===== config.mk =====
export PLATFORM = sky130hd
export DESIGN_NAME = pingpong_reader
export DESIGN_NICKNAME = d
export VERILOG_FILES = /design/src/rtl/pingpong_pkg.sv /design/src/rtl/pingpong_reader_skid_fifo2.sv /design/src/rtl/pingpong_reader.sv
export SDC_FILE = /design/constraint.sdc
export NUM_CORES = 1
export LEC_CHECK = 0
export CAP_MARGIN = 25
export CELL_PAD_IN_SITES_DETAIL_PLACEMENT = 0
export CELL_PAD_IN_SITES_GLOBAL_PLACEMENT = 1
export CORE_MARGIN = 2
export CORE_UTILIZATION = 38
export DETAILED_ROUTE_END_ITERATION = 10
export GPL_ROUTABILITY_DRIVEN = 0
export PLACE_DENSITY = 0.89
export SYNTH_ARGS = -nofsm -noshare
export SYNTH_HDL_FRONTEND = slang
export SYNTH_SLANG_ARGS = --single-unit

===== constraint.sdc =====
create_clock -name sys_clk -period 2.95 [get_ports sys_clk]
set_clock_uncertainty 0.05 [all_clocks]
set_input_delay 0.59 -clock sys_clk [delete_from_list [all_inputs] [get_ports sys_clk]]
set_output_delay 0.59 -clock sys_clk [all_outputs]
set_load 0.1 [all_outputs]

===== src/rtl/pingpong_pkg.sv =====
// Shared header for the ping-pong buffer read side.
// Holds the read FSM state encoding, the bank ids and the default geometry.
// Contents: state_e, BANK0/BANK1, PP_DATA_W/PP_ADDR_W/PP_DEPTH.
package pingpong_pkg;

  typedef enum logic [1:0] {
    ST_IDLE    = 2'd0,
    ST_FETCH   = 2'd1,
    ST_DRAIN   = 2'd2,
    ST_RELEASE = 2'd3
  } state_e;

  localparam logic BANK0 = 1'b0;
  localparam logic BANK1 = 1'b1;

  localparam int PP_DATA_W = 8;
  localparam int PP_ADDR_W = 4;
  localparam int PP_DEPTH  = 16;

endpackage


===== src/rtl/pingpong_reader_skid_fifo2.sv =====
// Two-entry {last,data} FIFO that absorbs the BRAM read latency.
// Latency: a push is visible at the head on the next cycle; push and pop may coincide.
// Ports: clk_i, rst_ni (sync, active-low), push_i/push_last_i/push_data_i, pop_i,
//        count_o, head_last_o/head_data_o. The caller guarantees no push when full.
module skid_fifo2 #(
  parameter int DATA_W = 8
) (
  input  logic              clk_i,
  input  logic              rst_ni,
  input  logic              push_i,
  input  logic              push_last_i,
  input  logic [DATA_W-1:0] push_data_i,
  input  logic              pop_i,
  output logic [1:0]        count_o,
  output logic              head_last_o,
  output logic [DATA_W-1:0] head_data_o
);

  logic [DATA_W:0] mem_q [2];
  logic            wr_ptr_q;
  logic            rd_ptr_q;
  logic [1:0]      count_q;

  always_ff @(posedge clk_i) begin
    if (!rst_ni) begin
      mem_q[0] <= '0;
      mem_q[1] <= '0;
      wr_ptr_q <= 1'b0;
      rd_ptr_q <= 1'b0;
      count_q  <= 2'd0;
    end else begin
      if (push_i) begin
        mem_q[wr_ptr_q] <= {push_last_i, push_data_i};
        wr_ptr_q        <= ~wr_ptr_q;
      end
      if (pop_i) begin
        rd_ptr_q <= ~rd_ptr_q;
      end
      case ({push_i, pop_i})
        2'b10:   count_q <= count_q + 2'd1;
        2'b01:   count_q <= count_q - 2'd1;
        default: count_q <= count_q;
      endcase
    end
  end

  assign count_o     = count_q;
  assign head_last_o = mem_q[rd_ptr_q][DATA_W];
  assign head_data_o = mem_q[rd_ptr_q][DATA_W-1:0];

endmodule


===== src/rtl/pingpong_reader.sv =====
// Read-side controller of the two-bank ping-pong BRAM buffer: drains full banks in
// order 0,1,0,... onto a valid/ready byte stream and hands each drained bank back.
// Ports: sys_clk/sys_rst_n (sync, active-low); wr_bank_done/wr_bank_sel in;
//        rd_bank_free/rd_free_sel out; rd_en0/rd_en1/rd_addr to BRAM, rd_dout0/1 back;
//        m_data/m_valid/m_ready/m_last stream; overrun sticky error.
// Optional: define PINGPONG_CSUM_EN to add m_csum/m_csum_valid (per-bank byte sum).
module pingpong_reader
  import pingpong_pkg::*;
#(
  parameter int DATA_W = PP_DATA_W,
  parameter int ADDR_W = PP_ADDR_W,
  parameter int DEPTH  = PP_DEPTH
) (
  input  logic              sys_clk,
  input  logic              sys_rst_n,
  input  logic              wr_bank_done,
  input  logic              wr_bank_sel,
  output logic              rd_bank_free,
  output logic              rd_free_sel,
  output logic              rd_en0,
  output logic              rd_en1,
  output logic [ADDR_W-1:0] rd_addr,
  input  logic [DATA_W-1:0] rd_dout0,
  input  logic [DATA_W-1:0] rd_dout1,
  output logic [DATA_W-1:0] m_data,
  output logic              m_valid,
  input  logic              m_ready,
  output logic              m_last,
  output logic              overrun
`ifdef PINGPONG_CSUM_EN
  ,
  output logic [DATA_W-1:0] m_csum,
  output logic              m_csum_valid
`endif
);

  localparam logic [ADDR_W-1:0] LAST_ADDR = ADDR_W'(DEPTH - 1);

  state_e            state_q;
  logic              cur_q;
  logic [ADDR_W-1:0] rd_addr_q;
  logic              rd_bank_free_q;
  logic              rd_free_sel_q;

  logic [1:0]        full_q, full_d;
  logic              overrun_q, overrun_d;
  logic              inflight_q, inflight_d;
  logic              infl_bank_q, infl_bank_d;
  logic              infl_last_q, infl_last_d;

  logic [1:0]        set_v, clr_v;
  logic [1:0]        fifo_count;
  logic [2:0]        occ;
  logic              pop;
  logic              rd_go;
  logic [DATA_W-1:0] push_data;

  // Stream handshake straight off the FIFO head.
  assign m_valid = (fifo_count != 2'd0);
  assign pop     = m_valid & m_ready;

  // Words already committed to the FIFO once this cycle settles. A pop in this
  // cycle frees a slot, which is what lets m_ready=1 sustain one word per clock.
  assign occ   = {1'b0, fifo_count} + {2'b00, inflight_q} - {2'b00, pop};
  assign rd_go = (state_q == ST_FETCH) && (occ < 3'd2);

  // Read enable is combinational so the word lands one cycle after FETCH issues it.
  assign rd_en0  = rd_go & (cur_q == BANK0);
  assign rd_en1  = rd_go & (cur_q == BANK1);
  assign rd_addr = rd_addr_q;

  assign rd_bank_free = rd_bank_free_q;
  assign rd_free_sel  = rd_free_sel_q;
  assign overrun      = overrun_q;

  // Bank-full bookkeeping; a done that collides with its own release keeps the bank full.
  always_comb begin
    set_v = 2'b00;
    clr_v = 2'b00;
    if (wr_bank_done) set_v[wr_bank_sel] = 1'b1;
    if (state_q == ST_RELEASE) clr_v[cur_q] = 1'b1;
    full_d    = (full_q & ~clr_v) | set_v;
    overrun_d = overrun_q | (|(set_v & full_q & ~clr_v));
  end

  // Track the one outstanding BRAM read so its word is pushed with the right bank/last.
  always_comb begin
    inflight_d  = rd_go;
    infl_bank_d = cur_q;
    infl_last_d = (rd_addr_q == LAST_ADDR);
  end

  always_ff @(posedge sys_clk) begin
    if (!sys_rst_n) begin
      full_q      <= 2'b00;
      overrun_q   <= 1'b0;
      inflight_q  <= 1'b0;
      infl_bank_q <= BANK0;
      infl_last_q <= 1'b0;
    end else begin
      full_q      <= full_d;
      overrun_q   <= overrun_d;
      inflight_q  <= inflight_d;
      infl_bank_q <= infl_bank_d;
      infl_last_q <= infl_last_d;
    end
  end

  always_ff @(posedge sys_clk) begin
    if (!sys_rst_n) begin
      state_q        <= ST_IDLE;
      cur_q          <= BANK0;
      rd_addr_q      <= '0;
      rd_bank_free_q <= 1'b0;
      rd_free_sel_q  <= 1'b0;
    end else begin
      rd_bank_free_q <= 1'b0;
      case (state_q)
        ST_IDLE: begin
          if (full_q[cur_q]) begin
            state_q   <= ST_FETCH;
            rd_addr_q <= '0;
          end
        end
        ST_FETCH: begin
          if (rd_go) begin
            // Address parks at the last word rather than wrapping.
            if (rd_addr_q == LAST_ADDR) state_q <= ST_DRAIN;
            else rd_addr_q <= rd_addr_q + 1'b1;
          end
        end
        ST_DRAIN: begin
          if (pop && m_last) begin
            state_q        <= ST_RELEASE;
            rd_bank_free_q <= 1'b1;
            rd_free_sel_q  <= cur_q;
          end
        end
        ST_RELEASE: begin
          state_q <= ST_IDLE;
          cur_q   <= ~cur_q;
        end
        default: state_q <= ST_IDLE;
      endcase
    end
  end

  assign push_data = infl_bank_q ? rd_dout1 : rd_dout0;

  skid_fifo2 #(
    .DATA_W(DATA_W)
  ) u_fifo (
    .clk_i      (sys_clk),
    .rst_ni     (sys_rst_n),
    .push_i     (inflight_q),
    .push_last_i(infl_last_q),
    .push_data_i(push_data),
    .pop_i      (pop),
    .count_o    (fifo_count),
    .head_last_o(m_last),
    .head_data_o(m_data)
  );

`ifdef PINGPONG_CSUM_EN
  logic [DATA_W-1:0] sum_q, sum_d;

  always_comb begin
    sum_d = sum_q;
    if (state_q == ST_RELEASE) sum_d = '0;
    else if (pop) sum_d = sum_q + m_data;
  end

  always_ff @(posedge sys_clk) begin
    if (!sys_rst_n) sum_q <= '0;
    else sum_q <= sum_d;
  end

  // The last beat is already accumulated by the time RELEASE is reached.
  assign m_csum       = sum_q;
  assign m_csum_valid = (state_q == ST_RELEASE);
`endif

endmodule


Yosys cells after proc, flatten, opt, wreduce, memory -nomap -nowiden
Memory sizes are Yosys's and may differ from the RTL's. A register that Yosys moved wholly into a read port is not among the register bits.
Index checks and enable logic that the tools add are counted.

word-level totals
  bits in registers = 19
  latch bits = 0
  bits in writable memories = 18
  ROM bits = 0
  input bits = 21
  output and inout bits = 19
  word-level logic and storage cells = 90
  memories kept = 1

memories
  name          words  bits a word  read ports  clocked after Yosys merged registers in  wr ports  line                              text
  u_fifo.mem_q  2      9            1           1                                        2         pingpong_reader_skid_fifo2.sv:19  logic [DATA_W:0] mem_q [2];

operators by class
  add/sub/neg operators = 5
  multiply operators = 0
  div/mod/pow operators = 0
  $lt $le $gt $ge = 5
  equal/unequal tests = 11
  shift operators = 0
  mux-type cells = 29
  bitwise logic cells = 12
  reduce and logical (&&, ||, !) cells = 14

operators with widths
  cell                                                        count
  two-way mux 1 bit                                           13
  two-way mux 2 bit                                           6
  two-way mux 4 bit                                           3
  inequality test 2 bit, second input constant                5
  two-way mux 9 bit                                           1
  OR reduction 9 bit                                          1
  two-way mux 8 bit                                           1
  case mux 2 bit (4 select lines)                             1
  case mux 4 bit (2 select lines)                             1
  AND reduction 4 bit                                         2
  bitwise AND 2 bit                                           3
  == test 2 bit, second input constant                        3
  nonzero test 2 bit                                          3
  adder 4 x 1 -> 4 bit, second input constant                 1
  == test 2 x 1 -> 1 bit, second input constant               2
  == test 4 bit, second input constant                        1
  logical AND 1 bit                                           4
  less-than comparator 1 x 2 -> 1 bit, second input constant  2
  case mux 2 bit (2 select lines)                             1
  AND reduction 2 bit                                         2
  adder 2 x 1 -> 3 bit                                        1
  bitwise AND 1 bit                                           3
  less-than comparator 3 x 2 -> 1 bit, second input constant  1
  inverter 1 bit                                              3
  10 further kinds                                            12

Depth between registers and ports, before layout
Gate-level depths: netlist (run 1).

  word-level depth = 9
  mapped depth = 8
  mapped depth without buffers = 8

Cells and area by module
From an unflattened synthesis (run 1), not the netlist that was laid out.

unflattened totals
  cell total of the unflattened synthesis = 182
  area, all modules = 1,876.8 um2

modules (own cells, without submodules)
  module           instances  cells an instance  area an instance (um2)  seq. area each (um2)
  skid_fifo2       1          79                 965.9                   640.6
  pingpong_reader  1          103                910.9                   300.3

Worst setup path before layout (run 1)
OpenSTA, ideal clock, no wires.

  path kind = input to output
  start = input port m_ready
  end = output port rd_en0
  arrival time = 3,053 ps
  path slack = -743 ps
  stages on the path = 7
  buffers on the path = 0
  cell sequence = and3b_1 > or2_2 > nand2_1 > fa_1 > xnor2_1 > nand3_1 > nor2_1

between the ends
  longest elaborated chain between the ends = 5

RTL lines
  item                                 line                   text
  start, declared                      pingpong_reader.sv:27  input logic m_ready,
  bitwise AND 1 bit                    pingpong_reader.sv:60  assign pop = m_valid & m_ready;
  subtractor 3 x 1 -> 3 bit            pingpong_reader.sv:64  assign occ = {1'b0, fifo_count} + {2'b00, inflight_q} - {2'b00, pop};
  less-than comparator 3 x 2 -> 1 bit  pingpong_reader.sv:65  assign rd_go = (state_q == ST_FETCH) && (occ < 3'd2);
  logical AND 1 bit                    pingpong_reader.sv:65
  bitwise AND 1 bit                    pingpong_reader.sv:68  assign rd_en0 = rd_go & (cur_q == BANK0);
  end, declared                        pingpong_reader.sv:20  output logic rd_en0,

No other way between the ends.

Worst setup path after layout (run 1)
  start = input port m_ready
  end = output port rd_en1

between the ends
  longest elaborated chain between the ends = 5

RTL lines
  item                                 line                   text
  bitwise AND 1 bit                    pingpong_reader.sv:60
  subtractor 3 x 1 -> 3 bit            pingpong_reader.sv:64
  less-than comparator 3 x 2 -> 1 bit  pingpong_reader.sv:65
  logical AND 1 bit                    pingpong_reader.sv:65
  bitwise AND 1 bit                    pingpong_reader.sv:69  assign rd_en1 = rd_go & (cur_q == BANK1);
  end, declared                        pingpong_reader.sv:21  output logic rd_en1,

No other way between the ends.

==> results by group, run 1 <==
Clocking
  • CTS tree: built
  • CTS Buf Count: 5
  • Clock-pin slew on the worst setup and hold paths: 70 ps
  • Clk_lat worst skew: 290 ps
  • # H-tree levels: 2
  • Clk sink count: 38
  • Root buf cell: clkbuf_8
  • Post-CTS Hold Buffers: 0
  • Clock Path Buffers: 2

Logic synthesis
  • Top FF cell, synth: dfxtp_1
  • Post-synthesis xor/xnor area fraction: 2.39%
  • Ys async rst share: 0%
  • Sequential area share after synthesis: 51.4%
  • Synth Area in Compound Gates: 6.97%
  • Simple-gate share of the synthesized area: 17.1%
  • FF+latch count, synth: 38
  • Most frequent cells after synthesis: 32 x nor2_1, 20 x dfxtp_1, 18 x edfxtp_1, 15 x mux2i_1, 12 x nand2_1
  • EDFF count, synth: 18
  • Syn nets: 202
  • Most frequent cell after synthesis: nor2_1
  • Synth unique cells: 36
  • Largest family of logic cells by synthesized area: simple AND/OR/NAND/NOR gates
  • Post-synthesis mux area share: 13.7%
  • Cells taking the most area after synthesis: edfxtp_1 30%, dfxtp_1 22%, mux2i_1 8.2%, nor2_1 6.6%, mux2_2 5.5%
  • Adder-Cell Fraction of Synth Area: 4.51%
  • Area leader, netlist: edfxtp_1
  • Syn Area/Cell: 10.5 sq um
  • Syn Inst Count: 175
  • Cell Area, Synth: 1830 sq um
  • Syn. warnings: 0
  • Share of the synthesized area in the top cell type: 29.5%

Global route
  • Pin count of the biggest net entering global routing: 16
  • Antenna violations before repair: 0
  • Vias in the first global route: 1,261
  • GRT Total Usage: 14.1%
  • Remaining global-route overflow: 0
  • First-pass GRT wire length: 5720 microns

Cells and area
  • Layout overhead on the synthesized area: 37.0%
  • Layout cells sized above 1: 27.9%
  • Finished Cell Area: 2510 sq um
  • Antenna cells: 0
  • Final non-filler cell total: 283
  • Nets: 255

Detailed routing
  • Via count: 1,389
  • Post-detailed-routing wire length: 3730 microns
  • DR iter-0 viols: 109
  • Drt first pass iters: 4
  • WL/cell: 13.2 microns
  • Routed Antenna Nets: 0
  • Via density: 4.91
  • DRC viols: 0

Setup path
  • Worst EP arrival: 2200 ps
  • Crit-path max cell delay: 560 ps
  • FF-to-FF Start: u_fifo.count_o[0]
  • Crit. End Element: primary output
  • Critical Path Start Type: input pin
  • Crit Reg-Reg Endpoint: rd_addr[1]
  • Cell Chain, Critical Path: clkdlybuf4s15_2 > and3b_1 > or2_4 > nand2_2 > fa_2 > nand3_2 > nor2_4 > buf_12
  • CP max-delay cell: fa_2
  • Critical path class: input pin to primary output
  • Critical path required time: 2310 ps
  • Reg2Reg Setup Slack: 400 ps
  • Max FO, Critical Path: 4
  • R2R depth: 13

Timing
  • Min Tclk post-route: 2840 ps
  • Worst Tran Pin Value: 479 ps
  • Worst setup margin: 107 ps
  • Worst slew margin: 68.0%
  • Max Transition Viols Final: 0
  • Final setup violation count: 0
  • Final Hold Viols: 0
  • RSZ-0062 raised after global routing: false
  • Fin Setup TNS: 0 ps
  • Fmax: 352 MHz
  • Final Cycle Share: 96.4%

Pwr
  • Pwr dens: 724 nW/um^2
  • Internal: 0.00117 W
  • Leakage: 0.981 nW
  • Peak supply drop: 0.320 mV
  • Flop pwr share: 35.9%
  • NetSw: 0.000651 W
  • Comb pwr share: 35.0%
  • PnR Total Power: 0.00182 W
  • Sw Ratio: 35.8%
  • Clock Power Share: 29.1%

Hold path
  • Min-Delay Path Depth: 2
  • HP Start: overrun
  • Worst min-delay path class: flip-flop to flip-flop
  • Hold EP: overrun

Place
  • Hpwl dp: 2650 microns
  • Cell Area, Placed: 2320 sq um
  • Placed insts: 270
  • Place WS: -289 ps
  • PortBufs: 39

Die
  • Die ar.: 5390 sq um
  • Die width: 73.4 microns
  • Core area: 4690 sq um
  • I/O pin total: 40
  • Die height: 73.4 microns
  • Starting density of the core: 39.0%
  • Num rows: 25

Outcome
  • Outcome: complete, no violations

Flow run
  • Max Cap Viol: 0
-- cells in the final DEF, fill, tap and decap left out, drive strengths merged, types with 6 or more instances in the layout --
cell type      netlist  layout
dfxtp               20      20
o21ai                6       6
nor2                32      32
edfxtp              18      18
mux2                 9       9
buf                  2      33
nand2               12      12
clkdlybuf4s50        0      19
mux2i               15      15
inv                  9       9
-- how the worst max path moves through the flow --
stage | startpoint | endpoint | slack, ps | depth (start not counted)
after CTS | m_ready | rd_en1 | 20 | 9
after detailed placement | m_ready | rd_en1 | -290 | 9
after floorplan | m_ready | rd_en0 | 30 | 7
final | m_ready | rd_en1 | 110 | 8
after global routing | m_ready | rd_en1 | 2 | 9
after global placement | m_ready | rd_en1 | -270 | 9
-- cell type report --
| class | instances | area, sq um |
|---|---|---|
| Inverter | 9 | 33.8 |
| Clock buffer | 5 | 68.8 |
| Sequential cell | 38 | 941 |
| Timing Repair Buffer | 53 | 474 |
| Clock inverter | 3 | 68.8 |
| Tap cell | 54 | 67.6 |
| Multi-Input combinational cell | 121 | 855 |
| Fill cell | 422 | 2180 |
-- flip-flops by register name (all words and copies together) (netlist names), named ones only --
name and count:
cur_q 1, full_q 2, infl_bank_q 1, infl_last_q 1, inflight_q 1, overrun 1
rd_addr 4, rd_bank_free 1, rd_free_sel 1, state_q 2, u_fifo.count_o 2, u_fifo.mem_q 18
u_fifo.rd_ptr_q 1, u_fifo.wr_ptr_q 1
-- routing by layer --
layer  GRT usage (%)  part of all wire (%)  wire length, microns  up-vias
li1                -                     -                     -      712
met1            18.1                    46                  1710      636
met2            23.0                    48                  1810       37
met3            3.43                   4.5                   166        4
met4            5.45                   1.1                    40        0
met5               0                     0                     0        -
-- power groups by stage --
stage | logic [W] | registers (W) | clock network [W]
after floorplan | 0.000463 | 0.000673 | 0
after global placement | 0.000627 | 0.000662 | 0
after detailed placement | 0.000630 | 0.000663 | 0
after CTS | 0.000633 | 0.000652 | 0.000541
after global routing | 0.000675 | 0.000660 | 0.000560
final | 0.000636 | 0.000652 | 0.000530
-- critical path, delay by kind of cell --
family | cells | cell delay (ps)
simple gates | 5 | 680
buf+inv | 2 | 380
fa+ha+maj | 1 | 560
-- stage by stage --
stage                     hold WS (ps)  utilization [%]
final                              433             53.5
after global routing               485             53.5
after CTS                          442             53.3
after detailed placement           414             49.5
after global placement             413             49.5
after floorplan                    414                -
-- repair_timing --
| item | CTS | global route |
|---|---|---|
| pin swaps | 5 | 6 |
| gates cloned | 0 | 0 |
| setup endpoints to repair | 2 | 2 |
| buffers inserted | 4 | 1 |
| resized for setup | 6 | 0 |
-- logic make-up (layout without fill, tap and decap cells) --
logic type      Yosys count  count (layout)
buf+inv                  16              70
simple gates             67              67
xor+xnor                  5               5
flops                    38              38
fa+ha+maj                 6               6
mux                      24              24
compound gates           19              19
No activity file was read; power rests on OpenSTA's default activity.
==> run 2: changes to the inputs <==
--- a/config.mk
+++ b/config.mk
@@ -10,6 +10,7 @@
 export CELL_PAD_IN_SITES_GLOBAL_PLACEMENT = 1
 export CORE_MARGIN = 2
 export CORE_UTILIZATION = 38
+export CTS_CLUSTER_DIAMETER = 40
 export DETAILED_ROUTE_END_ITERATION = 10
 export GPL_ROUTABILITY_DRIVEN = 0
 export PLACE_DENSITY = 0.89
==> results of run 2 <==
No change in the layout: final DEF, timing and power equal those of run 1.
